$ cat src/rtl/mem_bus_arbiter_if.sv
// -----------------------------------------------------------------------------
// mem_bus_arbiter_if
// Bundles every handshake and bus signal of the memory bus arbiter.
//   CPU master : cpuReq, cpuWrite, cpuAddr[31:0], cpuWData[31:0] (to arbiter)
//                cpuAck, cpuRData[31:0], cpuErr                   (from arbiter)
//   DMA master : dmaReq, dmaWrite, dmaAddr[31:0], dmaWData[31:0] (to arbiter)
//                dmaAck, dmaRData[31:0], dmaErr                   (from arbiter)
//   Bus side   : busAddr[31:0], busWData[31:0], busWrite, busRead (from arbiter)
//                busRData[31:0], decBank[1:0], decInvalid         (to arbiter)
//   Status     : busy, grantDma                                   (from arbiter)
// Modport slave is the arbiter's view; modport master is the environment's view.
// -----------------------------------------------------------------------------
interface mem_bus_arbiter_if;
   logic        cpuReq;
   logic        cpuWrite;
   logic [31:0] cpuAddr;
   logic [31:0] cpuWData;
   logic        cpuAck;
   logic [31:0] cpuRData;
   logic        cpuErr;

   logic        dmaReq;
   logic        dmaWrite;
   logic [31:0] dmaAddr;
   logic [31:0] dmaWData;
   logic        dmaAck;
   logic [31:0] dmaRData;
   logic        dmaErr;

   logic [31:0] busAddr;
   logic [31:0] busWData;
   logic        busWrite;
   logic        busRead;
   logic [31:0] busRData;
   logic [1:0]  decBank;
   logic        decInvalid;

   logic        busy;
   logic        grantDma;

   modport slave (
      input  cpuReq, cpuWrite, cpuAddr, cpuWData,
      output cpuAck, cpuRData, cpuErr,
      input  dmaReq, dmaWrite, dmaAddr, dmaWData,
      output dmaAck, dmaRData, dmaErr,
      output busAddr, busWData, busWrite, busRead,
      input  busRData, decBank, decInvalid,
      output busy, grantDma
   );

   modport master (
      output cpuReq, cpuWrite, cpuAddr, cpuWData,
      input  cpuAck, cpuRData, cpuErr,
      output dmaReq, dmaWrite, dmaAddr, dmaWData,
      input  dmaAck, dmaRData, dmaErr,
      input  busAddr, busWData, busWrite, busRead,
      output busRData, decBank, decInvalid,
      input  busy, grantDma
   );
endinterface

$ cat src/rtl/mem_bus_arbiter.sv
// -----------------------------------------------------------------------------
// mem_bus_arbiter
// Arbitrates a CPU master and a DMA master onto a single memory bus. A granted
// request is latched, presented on the bus for the bank latency (1, 2 or 4
// cycles, or 1 cycle for an invalid decode), then completed with a one-cycle
// Ack to the owning master. Ties are broken round-robin; CPU wins the first.
// Ports:
//   clk  : rising-edge clock
//   rst  : asynchronous active-high reset
//   bus  : mem_bus_arbiter_if.slave -- CPU/DMA handshakes, bus side, status
// All outputs are flops (bus address/data are the latched request registers).
// -----------------------------------------------------------------------------
module mem_bus_arbiter (
   input  logic               clk,
   input  logic               rst,
   mem_bus_arbiter_if.slave   bus
);

   typedef enum logic [1:0] {
      IDLE   = 2'd0,
      ACCESS = 2'd1,
      DONE   = 2'd2
   } stateT;

   stateT       state;
   stateT       nextState;

   logic        lastGnt;      // owner of the previous grant: 0=CPU, 1=DMA
   logic        gnt;          // owner of the transfer in progress
   logic        wrLat;
   logic [31:0] addrLat;
   logic [31:0] wdataLat;
   logic [1:0]  cnt;
   logic        firstCyc;     // high during the first ACCESS cycle

   logic        reqAny;
   logic        pickDma;
   logic        pickWrite;
   logic [1:0]  cntEff;
   logic        accInvalid;
   logic        accDone;
   logic [31:0] rdataCapture;

   logic        xferDma;
   logic        xferWrite;
   logic        busyNext;
   logic        grantDmaNext;
   logic        busReadNext;
   logic        busWriteNext;
   logic        cpuAckNext;
   logic        dmaAckNext;
   logic        cpuErrNext;
   logic        dmaErrNext;
   logic [31:0] cpuRDataNext;
   logic [31:0] dmaRDataNext;

   // Remaining ACCESS cycles after the first one, per decoder bank.
   function automatic logic [1:0] bankLatency(input logic [1:0] bank);
      logic [1:0] lat;
      case (bank)
         2'd0:    lat = 2'd0;
         2'd1:    lat = 2'd1;
         2'd2:    lat = 2'd3;
         default: lat = 2'd0;
      endcase
      return lat;
   endfunction

   // Arbitration choice and access-progress decode.
   always_comb begin
      reqAny = bus.cpuReq | bus.dmaReq;
      if (bus.cpuReq && bus.dmaReq) begin
         pickDma = ~lastGnt;
      end else begin
         pickDma = bus.dmaReq;
      end
      if (pickDma) begin
         pickWrite = bus.dmaWrite;
      end else begin
         pickWrite = bus.cpuWrite;
      end
      // The counter is only loaded at the end of the first ACCESS cycle, so
      // during that cycle the bank latency stands in for it.
      if (firstCyc) begin
         cntEff = bankLatency(bus.decBank);
      end else begin
         cntEff = cnt;
      end
      accInvalid = firstCyc & (bus.decInvalid | (bus.decBank == 2'd3));
      accDone    = accInvalid | (cntEff == 2'd0);
      if (accInvalid || wrLat) begin
         rdataCapture = 32'd0;
      end else begin
         rdataCapture = bus.busRData;
      end
   end

   // State register.
   always_ff @(posedge clk or posedge rst) begin
      if (rst) begin
         state <= IDLE;
      end else begin
         state <= nextState;
      end
   end

   // Next-state logic.
   always_comb begin
      nextState = state;
      case (state)
         IDLE: begin
            if (reqAny) begin
               nextState = ACCESS;
            end else begin
               nextState = IDLE;
            end
         end
         ACCESS: begin
            if (accDone) begin
               nextState = DONE;
            end else begin
               nextState = ACCESS;
            end
         end
         DONE:    nextState = IDLE;
         default: nextState = IDLE;
      endcase
   end

   // Output decode: values the output flops take at the next edge, derived
   // from the state being entered so that outputs line up with that state.
   always_comb begin
      if (state == IDLE) begin
         xferDma   = pickDma;
         xferWrite = pickWrite;
      end else begin
         xferDma   = gnt;
         xferWrite = wrLat;
      end
      busyNext     = (nextState != IDLE);
      grantDmaNext = busyNext & xferDma;
      busReadNext  = (nextState == ACCESS) & ~xferWrite;
      busWriteNext = (nextState == ACCESS) &  xferWrite;
      // DONE is only entered from ACCESS, so gnt already names the owner.
      cpuAckNext   = (nextState == DONE) & ~gnt;
      dmaAckNext   = (nextState == DONE) &  gnt;
      cpuErrNext   = cpuAckNext & accInvalid;
      dmaErrNext   = dmaAckNext & accInvalid;
      if (cpuAckNext) begin
         cpuRDataNext = rdataCapture;
      end else begin
         cpuRDataNext = 32'd0;
      end
      if (dmaAckNext) begin
         dmaRDataNext = rdataCapture;
      end else begin
         dmaRDataNext = 32'd0;
      end
   end

   // Request latch, round-robin history and latency counter.
   always_ff @(posedge clk or posedge rst) begin
      if (rst) begin
         lastGnt  <= 1'b1;
         gnt      <= 1'b0;
         wrLat    <= 1'b0;
         addrLat  <= 32'd0;
         wdataLat <= 32'd0;
         cnt      <= 2'd0;
         firstCyc <= 1'b0;
      end else begin
         case (state)
            IDLE: begin
               if (reqAny) begin
                  gnt      <= pickDma;
                  lastGnt  <= pickDma;
                  wrLat    <= pickWrite;
                  addrLat  <= pickDma ? bus.dmaAddr  : bus.cpuAddr;
                  wdataLat <= pickDma ? bus.dmaWData : bus.cpuWData;
                  cnt      <= 2'd0;
                  firstCyc <= 1'b1;
               end
            end
            ACCESS: begin
               firstCyc <= 1'b0;
               if (!accDone) begin
                  cnt <= cntEff - 2'd1;
               end
            end
            DONE: begin
               firstCyc <= 1'b0;
            end
            default: begin
               firstCyc <= 1'b0;
            end
         endcase
      end
   end

   // Output flops.
   always_ff @(posedge clk or posedge rst) begin
      if (rst) begin
         bus.busy     <= 1'b0;
         bus.grantDma <= 1'b0;
         bus.busRead  <= 1'b0;
         bus.busWrite <= 1'b0;
         bus.cpuAck   <= 1'b0;
         bus.dmaAck   <= 1'b0;
         bus.cpuErr   <= 1'b0;
         bus.dmaErr   <= 1'b0;
         bus.cpuRData <= 32'd0;
         bus.dmaRData <= 32'd0;
      end else begin
         bus.busy     <= busyNext;
         bus.grantDma <= grantDmaNext;
         bus.busRead  <= busReadNext;
         bus.busWrite <= busWriteNext;
         bus.cpuAck   <= cpuAckNext;
         bus.dmaAck   <= dmaAckNext;
         bus.cpuErr   <= cpuErrNext;
         bus.dmaErr   <= dmaErrNext;
         bus.cpuRData <= cpuRDataNext;
         bus.dmaRData <= dmaRDataNext;
      end
   end

   // The latched request registers drive the bus directly, so the address
   // and store data cannot move while an access is in progress.
   assign bus.busAddr  = addrLat;
   assign bus.busWData = wdataLat;

endmodule

$ cat src/flat_wrapper.sv
// flat-port wrapper written by rule: the top's interface ports become plain ports
module mem_bus_arbiter_flat 
  (clk, rst, bus_cpuReq, bus_cpuWrite, bus_cpuAddr, bus_cpuWData, bus_cpuAck, bus_cpuRData, bus_cpuErr, bus_dmaReq, bus_dmaWrite, bus_dmaAddr, bus_dmaWData, bus_dmaAck, bus_dmaRData, bus_dmaErr, bus_busAddr, bus_busWData, bus_busWrite, bus_busRead, bus_busRData, bus_decBank, bus_decInvalid, bus_busy, bus_grantDma);
  mem_bus_arbiter_if bus_i ();
  input  logic clk;
  input  logic rst;
  input wire logic [$bits(bus_i.cpuReq)-1:0] bus_cpuReq;
  input wire logic [$bits(bus_i.cpuWrite)-1:0] bus_cpuWrite;
  input wire logic [$bits(bus_i.cpuAddr)-1:0] bus_cpuAddr;
  input wire logic [$bits(bus_i.cpuWData)-1:0] bus_cpuWData;
  output wire logic [$bits(bus_i.cpuAck)-1:0] bus_cpuAck;
  output wire logic [$bits(bus_i.cpuRData)-1:0] bus_cpuRData;
  output wire logic [$bits(bus_i.cpuErr)-1:0] bus_cpuErr;
  input wire logic [$bits(bus_i.dmaReq)-1:0] bus_dmaReq;
  input wire logic [$bits(bus_i.dmaWrite)-1:0] bus_dmaWrite;
  input wire logic [$bits(bus_i.dmaAddr)-1:0] bus_dmaAddr;
  input wire logic [$bits(bus_i.dmaWData)-1:0] bus_dmaWData;
  output wire logic [$bits(bus_i.dmaAck)-1:0] bus_dmaAck;
  output wire logic [$bits(bus_i.dmaRData)-1:0] bus_dmaRData;
  output wire logic [$bits(bus_i.dmaErr)-1:0] bus_dmaErr;
  output wire logic [$bits(bus_i.busAddr)-1:0] bus_busAddr;
  output wire logic [$bits(bus_i.busWData)-1:0] bus_busWData;
  output wire logic [$bits(bus_i.busWrite)-1:0] bus_busWrite;
  output wire logic [$bits(bus_i.busRead)-1:0] bus_busRead;
  input wire logic [$bits(bus_i.busRData)-1:0] bus_busRData;
  input wire logic [$bits(bus_i.decBank)-1:0] bus_decBank;
  input wire logic [$bits(bus_i.decInvalid)-1:0] bus_decInvalid;
  output wire logic [$bits(bus_i.busy)-1:0] bus_busy;
  output wire logic [$bits(bus_i.grantDma)-1:0] bus_grantDma;
  assign bus_i.cpuReq = bus_cpuReq;
  assign bus_i.cpuWrite = bus_cpuWrite;
  assign bus_i.cpuAddr = bus_cpuAddr;
  assign bus_i.cpuWData = bus_cpuWData;
  assign bus_cpuAck = bus_i.cpuAck;
  assign bus_cpuRData = bus_i.cpuRData;
  assign bus_cpuErr = bus_i.cpuErr;
  assign bus_i.dmaReq = bus_dmaReq;
  assign bus_i.dmaWrite = bus_dmaWrite;
  assign bus_i.dmaAddr = bus_dmaAddr;
  assign bus_i.dmaWData = bus_dmaWData;
  assign bus_dmaAck = bus_i.dmaAck;
  assign bus_dmaRData = bus_i.dmaRData;
  assign bus_dmaErr = bus_i.dmaErr;
  assign bus_busAddr = bus_i.busAddr;
  assign bus_busWData = bus_i.busWData;
  assign bus_busWrite = bus_i.busWrite;
  assign bus_busRead = bus_i.busRead;
  assign bus_i.busRData = bus_busRData;
  assign bus_i.decBank = bus_decBank;
  assign bus_i.decInvalid = bus_decInvalid;
  assign bus_busy = bus_i.busy;
  assign bus_grantDma = bus_i.grantDma;
  mem_bus_arbiter u_core (.clk(clk), .rst(rst), .bus(bus_i));
endmodule
$ cat config.mk
export PLATFORM = sky130hd
export DESIGN_NAME = mem_bus_arbiter_flat
export DESIGN_NICKNAME = d
export VERILOG_FILES = /design/src/rtl/mem_bus_arbiter_if.sv /design/src/rtl/mem_bus_arbiter.sv /design/src/flat_wrapper.sv
export SDC_FILE = /design/constraint.sdc
export NUM_CORES = 1
export LEC_CHECK = 0
export ABC_AREA = 1
export CORE_MARGIN = 2
export CORE_UTILIZATION = 40
export CTS_CLUSTER_SIZE = 28
export DETAILED_ROUTE_END_ITERATION = 10
export PLACE_DENSITY = 0.81
export SLEW_MARGIN = 30
export SYNTH_ARGS = -nofsm -noshare
export SYNTH_HDL_FRONTEND = slang
export SYNTH_SLANG_ARGS = --single-unit
export TNS_END_PERCENT = 1
$ cat constraint.sdc
create_clock -name clk -period 6.97 [get_ports clk]
set_input_delay 1.394 -clock clk [delete_from_list [all_inputs] [get_ports clk]]
set_output_delay 1.394 -clock clk [all_outputs]
set_load 0.05 [all_outputs]
# Yosys cells after proc, flatten, opt, wreduce, memory -nomap -nowiden
# Cells that the tools add are included.
dict set report totals {
  out_inout_bits 136
  reg_bits 144
  wordCells 68
  in_bits 169
}
dict set report op_classes {
  n_eq_ne 8
  n_addsub 1
  reduce_logical 8
  mux 19
  bitwise 14
}
# cell n
set ops {}
lappend ops {{32-bit 2-to-1 mux} 5}
lappend ops {{2-bit case mux with 2 select lines} 3}
lappend ops {{1-bit AND} 8}
lappend ops {{2-bit 2-to-1 mux} 4}
lappend ops {{1-bit 2-to-1 mux} 7}
lappend ops {{2-bit by 1-bit equality test with 1-bit output (second input constant)} 3}
lappend ops {{2-bit equality test (second input constant)} 3}
lappend ops {{2-bit zero test} 2}
lappend ops {{2-bit nonzero test} 2}
lappend ops {{1-bit inverter} 3}
lappend ops {{1-bit bitwise OR} 3}
lappend ops {{3-bit AND reduction} 1}
lappend ops {{2-bit by 1-bit != test with 1-bit output (second input constant)} 1}
lappend ops {{2-bit != test (second input constant)} 1}
lappend ops {{2-bit AND reduction} 1}
lappend ops {{2-bit by 1-bit subtractor with 2-bit output (second input constant)} 1}
lappend ops {{1-bit logical AND} 1}
lappend ops {{1-bit logical OR} 1}

# Longest topological paths before layout
dict set report logic_depth {
  word_depth 10
  mapped_depth 10
  depth_no_buf 10
}

# Worst setup path before layout
# Ideal clock, no wire load.
dict set report synth_path {
  path_kind {input to register}
  start {in bus_decBank[0]}
  end {reg u_core.bus.cpuRData[10]}
  setup_time_ns 0.121
  cell_stages 10
  slack_ns 4.196
  t_required_ns 6.849
  arrival_ns 2.653
  path_buffers 1
  cell_sequence {inv_1 -> ha_1 -> o21ai_0 -> inv_1 -> ha_1 -> inv_1 -> nand2_1 -> nand3_2 -> buf_2 -> nor2_1}
}
dict set report synth_via {
  elab_chain_len 10
  elab_cells_between_ends 16
  classes_between {4 x eq/ne; 6 x mux; 4 x bitwise; 2 x reduce/logical}
}
# element line
set synth_lines {}
lappend synth_lines {{start: declaration} flat_wrapper.sv:26} ;# input wire logic [$bits(bus_i.decBank)-1:0] bus_decBank;
lappend synth_lines {{2-bit equality test or 2-bit by 1-bit equality test with 1-bit output (tied branches)} mem_bus_arbiter.sv:60} ;# case (bank)
lappend synth_lines {{2-bit case mux with 2 select lines} mem_bus_arbiter.sv:60}
lappend synth_lines {{2-bit 2-to-1 mux} mem_bus_arbiter.sv:84} ;# if (firstCyc) begin
lappend synth_lines {{2-bit zero test} mem_bus_arbiter.sv:90} ;# accDone = accInvalid | (cntEff == 2'd0);
lappend synth_lines {{1-bit bitwise OR} mem_bus_arbiter.sv:90}
lappend synth_lines {{2-bit 2-to-1 mux} mem_bus_arbiter.sv:119} ;# if (accDone) begin
lappend synth_lines {{2-bit case mux with 2 select lines} mem_bus_arbiter.sv:110} ;# case (state)
lappend synth_lines {{2-bit equality test} mem_bus_arbiter.sv:145} ;# cpuAckNext = (nextState == DONE) & ~gnt;
lappend synth_lines {{1-bit AND} mem_bus_arbiter.sv:145}
lappend synth_lines {{32-bit 2-to-1 mux (*)} mem_bus_arbiter.sv:149} ;# if (cpuAckNext) begin
lappend synth_lines {{via u_core.cpuRDataNext[10]} mem_bus_arbiter.sv:54} ;# logic [31:0] cpuRDataNext;
lappend synth_lines {{end signal: assignment} mem_bus_arbiter.sv:222} ;# bus.cpuRData <= cpuRDataNext;
lappend synth_lines {{end: declaration} mem_bus_arbiter_if.sv:43} ;# output cpuAck, cpuRData, cpuErr,
# The timed path passes the listed nets; every way through them passes the cells marked *.
# A chain may end at the register's enable or synchronous reset.

# Final worst setup path
dict set report layout_path {
  start {in bus_dmaReq}
  end {reg u_core.addrLat[27] (netlist: u_core.bus.busAddr[27])}
}
dict set report layout_via {
  elab_chain_len 3
  elab_cells_between_ends 5
  classes_between {2 x mux; 1 x bitwise; 2 x reduce/logical}
}
# element line
set layout_lines {}
lappend layout_lines {{start: declaration} flat_wrapper.sv:14} ;# input wire logic [$bits(bus_i.dmaReq)-1:0] bus_dmaReq;
lappend layout_lines {{1-bit logical AND} mem_bus_arbiter.sv:72} ;# if (bus.cpuReq && bus.dmaReq) begin
lappend layout_lines {{1-bit 2-to-1 mux} mem_bus_arbiter.sv:72}
lappend layout_lines {{32-bit 2-to-1 mux} mem_bus_arbiter.sv:178} ;# addrLat <= pickDma ? bus.dmaAddr : bus.cpuAddr;
lappend layout_lines {{end signal: assignment} mem_bus_arbiter.sv:178}
lappend layout_lines {{end: declaration} mem_bus_arbiter.sv:31} ;# logic [31:0] addrLat;
# Parallel ways exist; a longest one is shown, timed or not.

==> results.json <==
{
  "ys_ff_latch": 144,
  "antenna_found_initial": 0,
  "place_hpwl_um": 12700,
  "fin_nets": 1097,
  "ctsResizeCount": 0,
  "ant_nets": 0,
  "setup_viol": 0,
  "finalMaxSlewViolations": 0,
  "clk-insertion-delay-late_ns": 0.41,
  "slew-limit-headroom_pct": 43.7,
  "vdd_drop_max_v": 0.000245,
  "critPathTopFamily": "buffers and inverters",
  "io_buffers": 304,
  "dr.pass1.iters": 7,
  "syn_area_per_cell_um2": 9.29,
  "hold_viol": 0,
  "cts_root_buf": "clkbuf_16",
  "synth_warnings": 0,
  "die_height_um": 126,
  "crit_path_max_incr_delay_ns": 0.67,
  "worst_slew_pin_slew_ns": 0.845,
  "path_buf_inv": 3,
  "regToRegSetupSlack_ns": 4.57,
  "slowest_stage": "buf_4",
  "synth_top_cell_area_share_pct": 60.4,
  "p_per_area_nw_per_um2": 453,
  "synthMuxAreaShare_pct": 0.169,
  "cp_common_cell": "buf_4",
  "synth_top_family_by_area": "simple AND/OR/NAND/NOR gates",
  "synthXorXnorAreaFrac_pct": 0,
  "num_antenna_cells": 0,
  "start_util_pct": 40.8,
  "rows": 44,
  "yosys.area.top_type": "dfrtp_1",
  "layout_common_cells": "clkdlybuf4s50_1 (304), nand2_1 (176), dfrtp_1 (143), nand3_1 (78), nor2_1 (72)",
  "path_clk_slew_ns": 0.05,
  "cts.path.max_buffers": 2,
  "core_um2": 14500,
  "numCtsBuffers": 17,
  "required_ns": 7.27,
  "cts.sinks": 144,
  "dieArea_um2": 15800,
  "worstPathArrival_ns": 4.12,
  "layout-drive-gt1-share_pct": 4.59,
  "leakage_uw": 0.00438,
  "maxCapViolCount": 0,
  "via_count": 5466,
  "gr-usage-all-layers_pct": 23.1,
  "synth_area_um2": 5930,
  "cp_cell_sequence": "clkdlybuf4s50_1, buf_4, nor2_1, nor2_4, buf_4, nand3_1, o21a_1",
  "grt-ovfl-total": 0,
  "layout_commonest_cell": "clkdlybuf4s50_1",
  "tritoncts": "built",
  "hp-class": "reg -> reg",
  "io_pins": 305,
  "synth_area_leaders": "dfrtp_1 (60%), nand2_1 (11%), nand3_1 (6.6%)",
  "postCtsSetupBuffers": 0,
  "endpoint_kind": "flop",
  "fin_skew_ns": 0.00834,
  "fmax_mhz": 262,
  "routed_via_density": 4.88,
  "htreeDepth": 4,
  "netlist_instances": 638,
  "grt_setup_unrepaired": "no",
  "finalWirelength_um": 18000,
  "holdWs_ns": 0.473,
  "drt-initial-drc-count": 353,
  "hold_buffers": 0,
  "path_class": "in -> reg",
  "synth_compound_area_share_pct": 8.71,
  "crit_path_start_kind": "primary input",
  "grt_pass1_wl_um": 29000,
  "seq_area_frac_synth_pct": 60.8,
  "synth-simple-area-share_pct": 23.1,
  "worstPathMaxFanout": 67,
  "synth_adder_area_share_pct": 0.633,
  "synth_fp_nets": 810,
  "grt_pass1_vias": 5519,
  "die_w_um": 126,
  "post-route-period-util_pct": 54.8,
  "synth_cell_types": 23,
  "route.detailed.drc": 0,
  "period_needed_ns": 3.82,
  "status": "completed",
  "syn2layout_area_growth_pct": 61.6,
  "wl_per_cell_um": 16.0,
  "grt_max_degree": 98,
  "routabilityCongestion": 0.857,
  "tns_ns": 0,
  "final_core_util_pct": 65.9
}
[layer usage]
| layer | up-vias | track usage (%) | wire length [um] |
|---|---|---|---|
| li1 | 2622 | - | - |
| met4 | 0 | 10.3 | 648 |
| met5 | - | 0 | 0 |
| met3 | 40 | 6.75 | 1260 |
| met1 | 2578 | 28.4 | 7330 |
| met2 | 226 | 38.0 | 8730 |
[per-stage QoR]
stage / total power, uW / instance area (um^2) / cells / setup slack [ns]
after floorplan: 2770 / 5930 / 638 / 1.71
after global routing: 4570 / 9580 / 1120 / 2.94
after detailed placement: 3540 / 9040 / 1090 / 2.76
after CTS: 4380 / 9580 / 1120 / 3.19
after global placement: 3500 / 9040 / 1090 / 2.84
final: 4340 / 9580 / 1120 / 3.15
[cell usage after synthesis]
cell / instances
ha_1: 3
dfstp_2: 1
a22oi_1: 1
buf_1: 1
nor2_1: 72
nand2_1: 177
a21oi_1: 1
clkbuf_1: 5
mux2i_1: 1
dfrtp_1: 143
and2_1: 1
buf_2: 29
o21ai_0: 3
nor2_2: 1
o21ai_2: 1
nand2_2: 1
nand3_1: 78
buf_4: 7
nand3_2: 2
o21a_1: 35
nand3b_1: 1
inv_1: 45
o211ai_1: 29
[worst min-delay path: stages, from the launching register on]
cell	delay (ns)
dfstp_2	0.36
nand2_1	0.05
nand2_1	0.05
[layout make-up]
| cell class | count | area [um^2] |
|---|---|---|
| multi-input combinational | 407 | 1940 |
| inverter | 45 | 174 |
| timing repair buffer | 310 | 3090 |
| sequential | 144 | 3600 |
| clock inverter | 8 | 57.6 |
| tap | 184 | 230 |
| clock buffer | 22 | 484 |
| fill | 1217 | 4950 |
[final timing paths]
path / from / endpoint / cells past startpoint
setup / recovery: bus_dmaReq / u_core.bus.busAddr[27] / 7
hold / removal: u_core.lastGnt / u_core.lastGnt / 2
setup reg to reg: u_core.state[0] / u_core.bus.busAddr[27] / 6
hold reg to reg: u_core.lastGnt / u_core.lastGnt / 2
max in group asynchronous: rst / u_core.bus.busAddr[24] / 3
min in group asynchronous: rst / u_core.bus.cpuAck / 2
[flip-flops by register name, indices dropped and copies added, names as in the netlist, 2 cells and up]
| name | cells |
|---|---|
| u_core.bus.cpuRData | 32 |
| u_core.cnt | 2 |
| u_core.bus.busWData | 32 |
| u_core.bus.dmaRData | 32 |
| u_core.bus.busAddr | 32 |
| u_core.state | 2 |
[power breakdown]
group	leakage [uW]	internal, uW	switching (uW)
clock network	0.000268	490	337
logic	0.00228	736	1530
registers	0.00183	1110	136
total	0.00438	2340	2010
[cell families (layout without fill, tap and decap cells)]
kind of cell | count (synthesis) | after routing
muxes | 1 | 1
adders and majority gates | 3 | 3
buffers and inverters | 87 | 385
DFF | 144 | 144
and+or+nand+nor | 333 | 333
AOI/OAI and AO/OA | 70 | 70
Note: power is estimated with default switching activity, not from simulation.
